## config.mk

```make
export PLATFORM = sky130hd
export DESIGN_NAME = da_lut_accumulator
export DESIGN_NICKNAME = d
export VERILOG_FILES = /design/src/rtl/da_lut_accumulator.sv
export SDC_FILE = /design/constraint.sdc
export NUM_CORES = 2
export LEC_CHECK = 0
export BUFFER_PORTS_ARGS = -buffer_cell sky130_fd_sc_hd__buf_2
export CAP_MARGIN = 20
export CORE_MARGIN = 2
export CORE_UTILIZATION = 40
export DETAILED_ROUTE_END_ITERATION = 8
export GPL_TIMING_DRIVEN = 0
export HOLD_SLACK_MARGIN = 0.03
export PLACE_DENSITY_LB_ADDON = 0.2
export SLEW_MARGIN = 20
export SYNTH_ARGS = -nofsm -noshare
export SYNTH_HDL_FRONTEND = slang
export SYNTH_SLANG_ARGS = --single-unit
```

## constraint.sdc

```tcl
create_clock -name clk -period 4.4 [get_ports clk]
set_input_delay 0.88 -clock clk [delete_from_list [all_inputs] [get_ports clk]]
set_output_delay 0.88 -clock clk [all_outputs]
set_load 0.02 [all_outputs]
```

## src/rtl/da_lut_accumulator.sv

```systemverilog
// Distributed-arithmetic engine: writable multi-row partial-sum LUT
// feeding an MSB-first bit-serial shift-accumulate datapath.
module da_lut_accumulator #(
    parameter int COEF_W    = 16,
    parameter int DATA_BITS = 8,
    parameter int ADDR_W    = 4,
    parameter int ROW_W     = 3,
    parameter int ACC_W     = COEF_W + DATA_BITS
) (
    input  logic                    clk,
    input  logic                    rst_n,
    input  logic                    cfg_we,
    input  logic [ROW_W+ADDR_W-1:0] cfg_addr,
    input  logic [COEF_W-1:0]       cfg_data,
    input  logic                    start,
    input  logic [ROW_W-1:0]        row,
    input  logic                    slice_valid,
    input  logic [ADDR_W-1:0]       slice_addr,
    output logic                    busy,
    output logic [ACC_W-1:0]        dout,
    output logic                    dout_valid
);

    localparam int N_ENT = 2 ** (ROW_W + ADDR_W);
    localparam int CNT_W = $clog2(DATA_BITS);
    localparam logic [CNT_W-1:0] LAST = CNT_W'(DATA_BITS - 1);

    typedef enum logic {
        IDLE,
        ACCUM
    } state_t;

    state_t              state_q, state_d;
    logic [COEF_W-1:0]   lut_q [N_ENT];
    logic [ROW_W-1:0]    row_q, row_d;
    logic [ACC_W-1:0]    acc_q, acc_d;
    logic [CNT_W-1:0]    cnt_q, cnt_d;
    logic [ACC_W-1:0]    dout_q, dout_d;
    logic                dv_q, dv_d;

    logic                lut_we;
    logic                accept;
    logic                last;
    logic [COEF_W-1:0]   rd;
    logic [ACC_W-1:0]    rd_ext;

    assign lut_we = cfg_we && (state_q == IDLE);
    assign accept = slice_valid && (state_q == ACCUM);
    assign last   = (cnt_q == LAST);
    assign rd     = lut_q[{row_q, slice_addr}];
    assign rd_ext = {{(ACC_W-COEF_W){rd[COEF_W-1]}}, rd};

    always_ff @(posedge clk or negedge rst_n) begin
        if (!rst_n) begin
            state_q <= IDLE;
        end else begin
            state_q <= state_d;
        end
    end

    always_comb begin
        state_d = state_q;
        unique case (state_q)
            IDLE:    if (start) state_d = ACCUM;
            ACCUM:   if (accept && last) state_d = IDLE;
            default: state_d = IDLE;
        endcase
    end

    always_comb begin
        busy = (state_q == ACCUM);
    end

    // The sign slice carries negative weight, hence the subtraction.
    always_comb begin
        row_d  = row_q;
        acc_d  = acc_q;
        cnt_d  = cnt_q;
        dout_d = dout_q;
        dv_d   = 1'b0;
        if ((state_q == IDLE) && start) begin
            row_d = row;
            acc_d = '0;
            cnt_d = '0;
        end else if (accept) begin
            if (cnt_q == '0) begin
                acc_d = -rd_ext;
            end else begin
                acc_d = (acc_q << 1) + rd_ext;
            end
            cnt_d = cnt_q + 1'b1;
            if (last) begin
                dout_d = acc_d;
                dv_d   = 1'b1;
            end
        end
    end

    always_ff @(posedge clk or negedge rst_n) begin
        if (!rst_n) begin
            row_q  <= '0;
            acc_q  <= '0;
            cnt_q  <= '0;
            dout_q <= '0;
            dv_q   <= 1'b0;
        end else begin
            row_q  <= row_d;
            acc_q  <= acc_d;
            cnt_q  <= cnt_d;
            dout_q <= dout_d;
            dv_q   <= dv_d;
        end
    end

    always_ff @(posedge clk or negedge rst_n) begin
        if (!rst_n) begin
            for (int i = 0; i < N_ENT; i++) begin
                lut_q[i] <= '0;
            end
        end else if (lut_we) begin
            lut_q[cfg_addr] <= cfg_data;
        end
    end

    assign dout       = dout_q;
    assign dout_valid = dv_q;

endmodule
```

==> metrics.yaml <==
start_util: 0.402
ff2ff_setup_slack_ns: -0.54
drv_slew: 0
drive_gt1_frac: 0.476
grt_pass1_wl_mm: 553
synth_cell_types: 73
relSlewSlack: 0.166
cts_tree: "done"
placed_cells: 9883
slowest_delay_ns: 0.57
drc_errors: 0
die_h_um: 496
numCtsBuffers: 226
finalCritPeriodShare: 1.13
wl_per_cell_um: 38.9
path_cells: "buf_16 -> buf_16 -> buf_16 -> buf_16 -> buf_12 -> mux4_2 -> and3_4 -> a31oi_1 -> nand4_1 -> nor4b_4 -> buf_12 -> clkinvlp_4 -> ha_4 -> buf_6 -> o211ai_1 -> nand2_1 -> a41oi_2 -> o21ai_2 -> a311oi_2 -> o21ai_1 -> a21oi_1 -> xnor2_1 -> a21boi_2 -> o21ai_1"
crit_slowest_cell: "mux4_2"
grt_pass1_vias: 65286
hold_path.class: "input pin to flop"
syn-num-nets: 6687
timing_worst_setup_path_type: "input pin to flop"
synthArstFlopShare: 1.00
end_kind: "flop"
area_growth_pct: 19.0
clk_latency_ns: 0.90
path_clk_slew_ns: 0.06
chipWidth_um: 496
grt_max_degree: 139
min_to: "busy$_DFF_PN0_"
yosys-top-cells-area: "dfrtp_1, mux2_2, mux4_2, mux2i_1, a22oi_1"
hold_viol: 0
critPathMaxFanout: 5
ys.flop_type: "dfrtp_1"
p_per_area_nw_per_um2: 444
num-fill-cells: 20903
grt_use_total: 0.330
rr_worst_depth: 19
irDropWorstVdd_mv: 0.404
min_period_ns: 4.95
reg2reg_from: "row_q[0]$_DFFE_PN0P_"
antenna_found_initial: 31
cts_sinks: 2103
cp_data_arrival_time_ns: 5.70
min-delay-start: "start"
rsz0062_at_grt: "true"
vias: 65791
finClkSkew_ns: 0.0351
yosys_warnings: 0
drv_cap: 0
hold_depth: 3
h-tree-depth: 4
tightestPinTransition_ns: 1.25
leakage_nw: 55.6
setup_tns_ns: -10.97
final_nets: 7219
worst_setup_path_start_kind: "input pin"
drt_first_pass_iters: 5
cts-root-buf: "clkbuf_16"
rows: 180
portBuffers: 39
setup_ws_ns: -0.554
final_cells: 10553
vias_per_cell: 6.23
rr_endpoint: "acc_q[22]$_DFFE_PN0P_"
syn_area_um2: 96900
place_congestion: 0.971
status: "finished, violations left"
cts_buffer_depth: 3
synthTopCellsByCount: "dfrtp_1, mux2_2, clkbuf_1, mux2i_1, mux4_2"
timing.critical_path.mode_cell: "buf_16"
drt-total-wl_mm: 410
overflow: 0
synth-edff-count: 0
critical_path_required_ns: 5.14
core-area_um2: 241000
yosysSeqAreaShare: 0.543
violations: "setup timing"
synthCells: 6625
hpwl_mm: 296
yosys.cell_count.top_type: "dfrtp_1"
multiInputGateArea_um2: 42600
syn_area_per_cell_um2: 14.6
io_pins: 61
dieArea_um2: 246000
setup_viol: 36
drt_iter0_drc: 7223
synth_top_area_cell: "dfrtp_1"
yosysTopAreaCellShare: 0.543
ys_seq_elements: 2103
seq_area_um2: 52600
max_freq_mhz: 202
ant_nets: 0
## report_power, final
group	switching [mW]	internal, mW	leakage, nW
clock	8.36	11.4	3.77
sequential	0.417	20.0	29.3
combinational	7.16	3.98	22.6
total	15.9	35.3	55.6
## flip-flops by register name, indices dropped and copies added, names as in the netlist
register,cells
dout,24
row_q,3
lut_q,2048
acc_q,23
dout_valid,1
cnt_q,3
busy,1
## timing repair
item                                   CTS  global route
gates resized for setup                601           134
setup buffers                          147            87
gates cloned                             1             2
setup endpoints to repair              120           121
endpoints found under the hold margin   50             0
pin swaps                               68            69
hold buffers                             1             0
## how the worst max path moves through the flow
| stage | start | end | cells after the start |
|---|---|---|---|
| 2_1_floorplan | slice_addr[0] | dout[23]$_DFFE_PN0P_ | 22 |
| 3_3_place_gp | rst_n | lut_q[1591]$_DFFE_PN0P_ | 1 |
| 3_5_place_dp | slice_addr[2] | dout[22]$_DFFE_PN0P_ | 21 |
| 4_1_cts | slice_addr[0] | dout[23]$_DFFE_PN0P_ | 24 |
| 5_1_grt | row_q[0]$_DFFE_PN0P_ | acc_q[20]$_DFFE_PN0P_ | 24 |
| 6_report | slice_addr[0] | acc_q[22]$_DFFE_PN0P_ | 24 |
## metal layers
layer  track usage  part of all wire  up-vias
li1              -                 -    25697
met1         0.434              0.40    35882
met2         0.485              0.44     3287
met3        0.0848             0.087      911
met4         0.213             0.072       14
met5             0           0.00025        -
## layout by cell type, fill, tap and decap left out, drive strengths merged, types with 11 or more instances in the layout
cell type	count
a21oi	81
a221oi	16
a22o	23
a22oi	230
a31oi	40
a41oi	16
and3	31
buf	492
bufinv	11
clkbuf	758
clkinv	45
dfrtp	2103
diode	24
ha	26
inv	27
mux2	2054
mux2i	393
mux4	333
nand2	162
nand2b	13
nand3	126
nand4	23
nor2	115
nor2b	20
nor3	17
o21ai	46
xnor2	27
## metrics by stage
stage	cell area [um2]	hold WS [ns]	util	power, mW	setup slack, ns
final	115000	0.246	0.479	51.2	-0.554
after detailed placement	102000	0.466	0.425	29.8	-3.97
after floorplan	97400	0.461	-	25.3	-0.485
after CTS	114000	0.181	0.473	50.5	-0.480
after global placement	102000	0.455	0.422	29.6	-44.37
after global routing	115000	0.232	0.479	52.5	-0.608
## worst max-delay path, delay by kind of cell
kind	cells	cell delay (ns)
multiplexers	1	0.57
AND/OR/NAND/NOR	4	1.12
buffers and inverters	8	1.18
adder cells (fa/ha/maj)	1	0.24
AO/OA/AOI/OAI	9	1.55
XOR/XNOR	1	0.10
## cells by family after synthesis
family	share of synthesized area
mux	0.357
buf+inv	0.0277
compound gates	0.0367
xor+xnor	0.00298
simple gates	0.0288
fa+ha+maj	0.00357
flops	0.543
## final cells by class
cell class                      count  share of cell area
Clock buffer                      348              0.0598
Sequential cell                  2103               0.456
Timing Repair Buffer              311              0.0287
Tap cell                         3185              0.0346
Multi-Input combinational cell   3902               0.369
Antenna cell                       24            0.000521
Clock inverter                     67             0.00613
Buffer                            593              0.0439
Inverter                           20            0.000705
(Power assumes the default switching activity.)
